--- src/rtl/rf_pkg.sv ---
// Shared register-file definitions: widths, the zero register, the arbiter
// FSM encoding and small index helpers.
package rf_pkg;

    localparam int REG_W  = 5;
    localparam int DATA_W = 32;
    localparam int NREG   = 32;

    localparam logic [REG_W-1:0] REG_ZERO = 5'd0;

    typedef enum logic [0:0] {
        S_NORM  = 1'b0,
        S_FORCE = 1'b1
    } arb_state_t;

    // One-hot mask selecting register idx.
    function automatic logic [NREG-1:0] reg_onehot(input logic [REG_W-1:0] idx);
        reg_onehot = {{(NREG-1){1'b0}}, 1'b1} << idx;
    endfunction

    // Register 0 is hard-wired; every other index is writable.
    function automatic logic is_writable(input logic [REG_W-1:0] idx);
        is_writable = (idx != REG_ZERO);
    endfunction

endpackage

--- src/rtl/rf_scoreboard.sv ---
// Busy mask of registers awaiting multi-cycle results.
// A set and a clear of the same bit on the same edge leave the bit set.
// Bit 0 never becomes busy.
module rf_scoreboard
    import rf_pkg::*;
(
    input  logic             clk,
    input  logic             rst_n,
    input  logic             set_en,
    input  logic [REG_W-1:0] set_idx,
    input  logic             clr_en,
    input  logic [REG_W-1:0] clr_idx,
    output logic [NREG-1:0]  busy
);

    logic [NREG-1:0] busy_r;
    logic [NREG-1:0] set_mask_s;
    logic [NREG-1:0] clr_mask_s;
    logic [NREG-1:0] busy_nxt_s;

    // Build set/clear masks and the next busy vector (set has priority).
    always_comb begin
        set_mask_s = {NREG{1'b0}};
        clr_mask_s = {NREG{1'b0}};
        if (set_en && is_writable(set_idx)) begin
            set_mask_s = reg_onehot(set_idx);
        end else begin
            set_mask_s = {NREG{1'b0}};
        end
        if (clr_en) begin
            clr_mask_s = reg_onehot(clr_idx);
        end else begin
            clr_mask_s = {NREG{1'b0}};
        end
        busy_nxt_s    = (busy_r & ~clr_mask_s) | set_mask_s;
        busy_nxt_s[0] = 1'b0;
    end

    // Busy mask register.
    always_ff @(posedge clk or negedge rst_n) begin
        if (!rst_n) begin
            busy_r <= {NREG{1'b0}};
        end else begin
            busy_r <= busy_nxt_s;
        end
    end

    assign busy = busy_r;

endmodule

--- src/rtl/rf_wb_arbiter.sv ---
// Register-file write-port arbiter: pipeline writeback has priority, the
// multi-cycle unit is served through valid/ready and is guaranteed a slot
// after MAX_WAIT consecutive refusals by stalling the pipeline for one cycle.
// Also tracks which registers still await a multi-cycle result.
module rf_wb_arbiter
    import rf_pkg::*;
#(
    parameter int MAX_WAIT = 4,
    parameter int CNT_W    = 4
) (
    input  logic              Clk,
    input  logic              Rst_n,
    input  logic              P_WE,
    input  logic [REG_W-1:0]  P_A3,
    input  logic [DATA_W-1:0] P_WD,
    input  logic              M_Valid,
    input  logic [REG_W-1:0]  M_A3,
    input  logic [DATA_W-1:0] M_WD,
    output logic              M_Ready,
    input  logic              M_Issue,
    input  logic [REG_W-1:0]  M_IssueA3,
    output logic              Stall,
    output logic              RFWr,
    output logic [REG_W-1:0]  A3,
    output logic [DATA_W-1:0] WD,
    output logic [NREG-1:0]   Busy
);

    localparam logic [CNT_W-1:0] CNT_ONE = {{(CNT_W-1){1'b0}}, 1'b1};
    localparam logic [CNT_W-1:0] CNT_MAX = CNT_W'(MAX_WAIT);

    arb_state_t        state_r;
    arb_state_t        state_nxt_s;
    logic [CNT_W-1:0]  cnt_r;
    logic [CNT_W-1:0]  cnt_nxt_s;
    logic [CNT_W-1:0]  cnt_inc_s;
    logic              grant_p_s;
    logic              grant_m_s;
    logic              m_ready_s;
    logic              wr_en_s;
    logic [REG_W-1:0]  wr_a3_s;
    logic [DATA_W-1:0] wr_wd_s;

    logic              stall_r;
    logic              rfwr_r;
    logic [REG_W-1:0]  a3_r;
    logic [DATA_W-1:0] wd_r;
    logic              m_wr_r;

    assign cnt_inc_s = cnt_r + CNT_ONE;

    // Arbitration decision, wait counter update and next FSM state.
    always_comb begin
        state_nxt_s = S_NORM;
        cnt_nxt_s   = {CNT_W{1'b0}};
        grant_p_s   = 1'b0;
        grant_m_s   = 1'b0;
        m_ready_s   = 1'b0;
        case (state_r)
            S_NORM: begin
                if (P_WE) begin
                    grant_p_s = 1'b1;
                end else if (M_Valid) begin
                    grant_m_s = 1'b1;
                    m_ready_s = 1'b1;
                end else begin
                    grant_p_s = 1'b0;
                end
                if (M_Valid && !m_ready_s) begin
                    if (cnt_inc_s == CNT_MAX) begin
                        state_nxt_s = S_FORCE;
                        cnt_nxt_s   = {CNT_W{1'b0}};
                    end else begin
                        cnt_nxt_s   = cnt_inc_s;
                    end
                end else begin
                    cnt_nxt_s = {CNT_W{1'b0}};
                end
            end
            S_FORCE: begin
                // Pipeline request is ignored; it is re-presented next cycle.
                if (M_Valid) begin
                    grant_m_s = 1'b1;
                    m_ready_s = 1'b1;
                end else begin
                    grant_m_s = 1'b0;
                end
                state_nxt_s = S_NORM;
            end
            default: begin
                state_nxt_s = S_NORM;
                cnt_nxt_s   = {CNT_W{1'b0}};
            end
        endcase
    end

    // Select the address/data of whichever source won the port.
    always_comb begin
        wr_en_s = grant_p_s | grant_m_s;
        if (grant_p_s) begin
            wr_a3_s = P_A3;
            wr_wd_s = P_WD;
        end else begin
            wr_a3_s = M_A3;
            wr_wd_s = M_WD;
        end
    end

    // FSM state, wait counter and registered write-port outputs.
    always_ff @(posedge Clk or negedge Rst_n) begin
        if (!Rst_n) begin
            state_r <= S_NORM;
            cnt_r   <= {CNT_W{1'b0}};
            stall_r <= 1'b0;
            rfwr_r  <= 1'b0;
            a3_r    <= {REG_W{1'b0}};
            wd_r    <= {DATA_W{1'b0}};
            m_wr_r  <= 1'b0;
        end else begin
            state_r <= state_nxt_s;
            cnt_r   <= cnt_nxt_s;
            stall_r <= (state_nxt_s == S_FORCE);
            if (wr_en_s) begin
                rfwr_r <= is_writable(wr_a3_s);
                a3_r   <= wr_a3_s;
                wd_r   <= wr_wd_s;
            end else begin
                rfwr_r <= 1'b0;
            end
            // Remembers that the pending RF write retires a multi-cycle result.
            m_wr_r <= grant_m_s && is_writable(M_A3);
        end
    end

    // Busy falls on the edge that commits the multi-cycle result into the RF.
    rf_scoreboard u_scoreboard (
        .clk     (Clk),
        .rst_n   (Rst_n),
        .set_en  (M_Issue),
        .set_idx (M_IssueA3),
        .clr_en  (m_wr_r),
        .clr_idx (a3_r),
        .busy    (Busy)
    );

    assign M_Ready = m_ready_s & Rst_n;
    assign Stall   = stall_r;
    assign RFWr    = rfwr_r;
    assign A3      = a3_r;
    assign WD      = wd_r;

endmodule

--- config.mk ---
export PLATFORM = sky130hd
export DESIGN_NAME = rf_wb_arbiter
export DESIGN_NICKNAME = d
export VERILOG_FILES = /design/src/rtl/rf_pkg.sv /design/src/rtl/rf_scoreboard.sv /design/src/rtl/rf_wb_arbiter.sv
export SDC_FILE = /design/constraint.sdc
export NUM_CORES = 1
export LEC_CHECK = 0
export ABC_CLOCK_PERIOD_IN_PS = 3000
export BUFFER_PORTS_ARGS = -buffer_cell sky130_fd_sc_hd__buf_4
export CORE_AREA = 2 2 85 87
export DETAILED_ROUTE_END_ITERATION = 6
export DIE_AREA = 0 0 87 89
export MAX_ROUTING_LAYER = met4
export PLACE_DENSITY = 0.84
export SLEW_MARGIN = 20
export SYNTH_ARGS = -nofsm -noshare
export SYNTH_HDL_FRONTEND = slang
export SYNTH_HIERARCHICAL = 1
export SYNTH_SLANG_ARGS = --single-unit
--- constraint.sdc ---
create_clock -name Clk -period 3 [get_ports Clk]
set_input_delay 0.45 -clock Clk [delete_from_list [all_inputs] [get_ports Clk]]
set_output_delay 0.45 -clock Clk [all_outputs]
set_load 0.02 [all_outputs]
==> run_results.csv, run 1 <==
group,metric,value,unit
finish,fin_util,70.7,%
logic_synthesis,synthArstFlopShare,100,%
setup_path,crit_path_max_incr_delay,430,ps
clock_tree,numClockSinks,75,
logic_synthesis,yosysUniqueCellTypes,37,
sta,fin_crit,1700,ps
logic_synthesis,synth_top_cell_by_area,"dfrtp_1",
power,power_frac_clock,27.1,%
placement,place.gp.congestion,0.867,
detailed_routing,dr.pass1.iters,4,
finish,regArea,0.00188,mm²
sta,setup-tns-final,0,ps
floorplanning,die_area,0.00774,mm²
floorplanning,initial_utilization,50.0,%
power,irDropWorstVdd,0.000262,V
setup_path,cp-start-kind,"flop",
floorplanning,die_y,89,µm
finish,fin_cells,557,
setup_path,cp_cell_sequence,"nor2b_4, and3b_1, buf_4",
logic_synthesis,synth_ff_type,"dfrtp_1",
power,switchingPower,889,µW
clock_tree,path_clk_slew,70,ps
global_route,gr-total-overflow,0,
logic_synthesis,yosysMostFrequentCell,"o21ai_0",
clock_tree,cts_root_buffer,"clkbuf_8",
power,p_leak,0.00225,µW
logic_synthesis,synth-edff-count,0,
floorplanning,placementRows,30,
placement,dp.cells,541,
global_route,track_usage,25.3,%
finish,fin_nets,558,
detailed_routing,ant_nets,0,
sta,slew_headroom,58.2,%
run,maxCapViolations,0,
global_route,first_global_vias,2968,
clock_tree,cts_buffers,9,
setup_path,worstSetupEndpointType,"output pin",
sta,finalCritPeriodShare,56.7,%
detailed_routing,via_count,3029,
finish,n_fill_cell,497,
setup_path,arrival,1250,ps
setup_path,setup.reg_to_reg.worst_slack,1440,ps
min_path,min_path_type,"input pin to asynchronous set/reset pin",
clock_tree,cts_tree,"yes",
power,p_comb_share,27.7,%
power,p_seq_share,45.2,%
floorplanning,ios,156,
finish,diodes,0,
logic_synthesis,syn_area_per_cell,10.5,µm²
sta,worstMarginPinSlew,627,ps
sta,final_hold_viol_count,0,
detailed_routing,first_iter_violations,210,
setup_path,crit_fanout,2,
global_route,antenna_found_initial,0,
detailed_routing,drc_errors,0,
logic_synthesis,synth_commonest_cells,"o21ai_0, dfrtp_1, nand2_1",
sta,fmax,588,MHz
finish,multi_input_area,0.00139,mm²
logic_synthesis,synth_fp_nets,406,
power,power_density,591,mW/mm²
clock_tree,clockBufferDepth,2,
power,p_sw_share,31.6,%
finish,syn_to_final_growth,41.3,%
logic_synthesis,yosysWarnings,6,
detailed_routing,viasPerCell,5.44,
status,outcome,"finished, final reports clean",
logic_synthesis,synth_area_leaders,"dfrtp_1, o21ai_0, mux2i_1",
floorplanning,die_w,87,µm
clock_tree,post_cts_buffers,0,
logic_synthesis,ys_seq_area_share,55.8,%
sta,rsz0062_at_grt,"no",
setup_path,required,2550,ps
global_route,grt_pass1_wl,14400,µm
detailed_routing,wl,9180,µm
logic_synthesis,synthCells,320,
clock_tree,post_cts_resized,0,
logic_synthesis,synth_top_cell_area_share,55.8,%
logic_synthesis,ys_ff_latch,75,
power,p_int,1920,µW
sta,setup_violations,0,
sta,finClkSkew,6.70,ps
floorplanning,core_area,0.00672,mm²
placement,portBuffers,154,
setup_path,path_class,"flop to output pin",
detailed_routing,wire_per_inst,16.5,µm
sta,report.final.slew_viol_count,0,
global_route,grt_max_degree,82,
clock_tree,cts_hold_buf,0,
placement,post-dp-hpwl,6910,µm
finish,drive_gt1_share,37.9,%
clock_tree,ctsHtreeMaxLevel,3,
logic_synthesis,netlist_area,0.00336,mm²
clock_tree,clkLatencyLatePin,350,ps
setup_path,slowest_stage,"dfrtp_1",
==> sequential cells by signal, summed over array words and instances, names as in the netlist <==
name / cells
A3: 5
RFWr: 1
Stall: 1
WD: 32
cnt_r: 4
m_wr_r: 1
u_scoreboard/busy: 31
==> final timing paths <==
check                          from                     to  depth (start not counted)
min in group Clk           P_WD[25]                 WD[25]                          3
max in group asynchronous     Rst_n                 WD[26]                          2
min reg2reg                cnt_r[0]               cnt_r[0]                          1
max                           Stall                M_Ready                          3
max reg2reg                   Stall               cnt_r[0]                          4
min                           Rst_n  u_scoreboard/busy[29]                          1
==> placed cells by master (no fill, tap or decap), types with 3 or more instances in the layout <==
cell type,n
inv_1,3
o21ai_1,7
mux2i_1,37
nand4b_1,3
nand2_1,42
nand2b_1,4
buf_4,157
clkbuf_8,10
nand3_1,5
nand3b_1,5
o21ai_0,93
nor2_1,3
or2_2,3
dfrtp_1,75
clkinv_2,3
==> stage by stage <==
step	instance area [µm²]	worst slack, ps	total power [µW]	hold slack (ps)
2_1_floorplan	3360	1370	1650	154
3_3_place_gp	4560	1370	2040	400
3_5_place_dp	4560	1320	2070	400
4_1_cts	4750	1280	2820	26.9
5_1_grt	4750	1260	2940	53.3
6_report	4750	1300	2810	17.8
==> layout make-up <==
| type | instances | area share (%) |
|---|---|---|
| Tap cell | 80 | 2.11 |
| Inverter | 3 | 0.237 |
| Timing Repair Buffer | 157 | 24.8 |
| Clock buffer | 11 | 2.98 |
| Sequential cell | 75 | 39.5 |
| Multi-Input combinational cell | 226 | 29.3 |
| Clock inverter | 5 | 1.11 |
==> power by group through the flow <==
stage	combinational (µW)	sequential [µW]	clock [µW]
finish	778	1270	763
CTS	782	1270	775
global placement	762	1280	0
global route	841	1290	812
detailed placement	783	1280	0
floorplan	194	1450	0
==> metal layers <==
layer | share of wire, % | vias to the layer above | global-route usage (%)
met5 | 0 | - | -
met4 | 2.0 | 0 | 11.6
met3 | 7.4 | 16 | 5.26
met2 | 50 | 145 | 40.7
met1 | 41 | 1422 | 30.7
li1 | - | 1446 | -
==> critical path: cells and delay by family (launching register included) <==
kind / cells / cell delay (ps)
flip-flops: 1 / 430
AND/OR/NAND/NOR: 2 / 310
buffers and inverters: 1 / 150
==> logic make-up (layout without fill, tap and decap cells) <==
family | Yosys count | in the layout | share of synthesized area, %
AO/OA/AOI/OAI | 104 | 104 | 15.8
adder cells (fa/ha/maj) | 2 | 2 | 0.744
XOR/XNOR | 2 | 2 | 0.521
flip-flops | 75 | 75 | 55.8
buffers and inverters | 19 | 176 | 3.05
other | 1 | 1 | 0.112
multiplexers | 37 | 37 | 11.0
AND/OR/NAND/NOR | 80 | 80 | 13.0
(Power assumes the default switching activity.)
==> run 2: changes to the inputs <==
Settings changed: ABC_AREA set to 1, ABC_CLOCK_PERIOD_IN_PS 3000 to 1450, CORE_AREA 2 2 85 87 to 2 2 96 98, DIE_AREA 0 0 87 89 to 0 0 98 100, PLACE_DENSITY 0.84 to 0.75.
Clock period 3 ns to 1.45 ns, I/O delays scaled along.
==> run_results.csv, run 2 <==
group,metric,value,unit
detailed_routing,via_count,3718,
finish,drive_gt1_share,33.1,%
finish,fin_util,57.5,%
power,fin_total_pwr,6320,µW
clock_tree,clkLatencyLatePin,350,ps
finish,final_common_cell,"nand2_1",
setup_path,required,1230,ps
floorplanning,initial_utilization,41.3,%
floorplanning,placementRows,35,
sta,fmax,700,MHz
placement,portBuffers,154,
setup_path,path_buf_inv,4,
finish,fin_cells,736,
floorplanning,ios,156,
placement,dp.cells,719,
sta,finalCritPeriodShare,98.5,%
detailed_routing,first_iter_violations,187,
sta,final_hold_viol_count,0,
clock_tree,ctsHtreeMaxLevel,3,
floorplanning,die_area,0.00980,mm²
min_path,min_path_type,"input pin to flop",
logic_synthesis,synth_commonest_cells,"nand2_1, nand3_1, dfrtp_1",
clock_tree,clockBufferDepth,2,
logic_synthesis,ys_ff_latch,75,
sta,finClkSkew,9.50,ps
logic_synthesis,synth_top_cell_area_share,51.1,%
power,p_sw_share,34.0,%
status,outcome,"finished, final reports clean",
power,p_int,4170,µW
logic_synthesis,yosysUniqueCellTypes,25,
setup_path,path_class,"input pin to output pin",
sta,fin_crit,1430,ps
logic_synthesis,yosysMostFrequentCell,"nand2_1",
placement,post-dp-hpwl,7780,µm
logic_synthesis,synthCells,472,
logic_synthesis,yosysWarnings,6,
power,power_frac_clock,26.0,%
clock_tree,cts_tree,"yes",
sta,whs,76.3,ps
detailed_routing,drc_errors,0,
setup_path,slowest_stage,"dlygate4sd3_1",
floorplanning,core_area,0.00889,mm²
power,p_comb_share,30.7,%
logic_synthesis,synth_ff_type,"dfrtp_1",
sta,setup-tns-final,0,ps
power,irDropWorstVdd,0.000476,V
power,p_leak,0.00259,µW
global_route,first_global_vias,3546,
run,maxCapViolations,0,
power,power_density,1240,mW/mm²
setup_path,crit_path_max_incr_delay,550,ps
logic_synthesis,syn_area_per_cell,7.79,µm²
placement,place.gp.congestion,0.922,
logic_synthesis,synth-edff-count,0,
setup_path,arrival,1210,ps
detailed_routing,ant_nets,0,
finish,n_fill_cell,815,
logic_synthesis,synth_fp_nets,558,
floorplanning,die_y,100,µm
setup_path,crit_fanout,2,
global_route,track_usage,22.4,%
logic_synthesis,netlist_area,0.00367,mm²
global_route,gr-total-overflow,0,
finish,fin_nets,707,
setup_path,cp-start-kind,"input pin",
finish,syn_to_final_growth,39.1,%
setup_path,crit_family,"buffers and inverters",
clock_tree,cts_root_buffer,"clkbuf_8",
detailed_routing,viasPerCell,5.05,
logic_synthesis,ys_seq_area_share,51.1,%
setup_path,cp_cell_sequence,"dlygate4sd3_1, buf_4, inv_1, nor2_1, buf_4",
finish,final_cell_mix,"nand2_1, buf_4, nand3_1",
detailed_routing,dr.pass1.iters,5,
global_route,antenna_found_initial,0,
sta,report.final.slew_viol_count,0,
finish,largest_register_ff_count,32,
setup_path,worstSetupEndpointType,"output pin",
logic_synthesis,synthArstFlopShare,100,%
power,switchingPower,2150,µW
clock_tree,cts_buffers,9,
global_route,grt_max_degree,76,
global_route,grt_pass1_wl,17000,µm
logic_synthesis,synth_top_cell_by_area,"dfrtp_1",
power,p_seq_share,43.3,%
detailed_routing,wl,10400,µm
floorplanning,die_w,98,µm
sta,rsz0062_at_grt,"no",
finish,diodes,0,
setup_path,cpMostUsedCell,"buf_4",
logic_synthesis,synth_area_leaders,"dfrtp_1, nand2_1, nand3_1",
clock_tree,numClockSinks,75,
clock_tree,path_clk_slew,80,ps
detailed_routing,wire_per_inst,14.1,µm
sta,setup_violations,0,
## run 2: power groups by stage
stage / clock [µW] / sequential [µW] / combinational (µW)
after CTS: 1680 / 2740 / 1960
after global placement: 0 / 2760 / 1910
after global routing: 1760 / 2800 / 2110
after floorplan: 0 / 3150 / 561
after detailed placement: 0 / 2770 / 1950
final: 1640 / 2740 / 1940
## run 2: cell type report
type	instances	area, µm²	area share [%]
Clock inverter	4	50.0	0.979
Tap cell	111	139	2.72
Inverter	35	136	2.67
Clock buffer	11	151	2.96
Multi-Input combinational cell	337	1500	29.4
Timing Repair Buffer	163	1250	24.5
Sequential cell	75	1880	36.8
## run 2: worst paths after layout
path,startpoint,to,slack (ps),depth (start not counted)
worst max-delay path,Rst_n,M_Ready,20,5
worst min-delay path,P_WD[28],WD[28],80,3
worst max register to register,Stall,WD[6],140,6
worst min register to register,u_scoreboard/busy[6],u_scoreboard/busy[6],480,2
max in group asynchronous,Rst_n,A3[2],630,3
min in group asynchronous,Rst_n,Stall,470,3
## run 2: cell families after synthesis
logic type / after synthesis / share of synthesized area [%]
AND/OR/NAND/NOR: 315 / 37.1
flip-flops: 75 / 51.1
buffers and inverters: 60 / 8.00
AO/OA/AOI/OAI: 18 / 2.76
adder cells (fa/ha/maj): 2 / 0.681
XOR/XNOR: 1 / 0.238
other: 1 / 0.102
## run 2: tightest hold or removal path: cells and delay by family
family | cells | cell delay, ps
buffers and inverters | 1 | 80
and+or+nand+nor | 2 | 100
## run 2: what timing repair did
| action | 4_1_cts | 5_1_grt |
|---|---|---|
| endpoints found under the setup margin | 2 | 6 |
| endpoints found under the hold margin | 75 | 0 |
| gates cloned | 0 | 0 |
| hold buffers | 1 | 0 |
| resized for setup | 2 | 2 |
| setup buffers | 1 | 0 |
| pin swaps | 1 | 0 |
## run 2: stage by stage
step,setup WS (ps),instance area (µm²)
2_1_floorplan,209,3670
3_3_place_gp,106,4890
3_5_place_dp,63.2,4890
4_1_cts,19.0,5110
5_1_grt,1.07,5110
6_report,21.1,5110
## run 2: routing by layer
metal	routed length (µm)	GRT usage, %	vias to the layer above
met1	4230	28.8	1681
met4	304	9.94	0
met5	0	-	-
li1	-	-	1803
met2	4880	34.7	208
met3	966	4.46	26
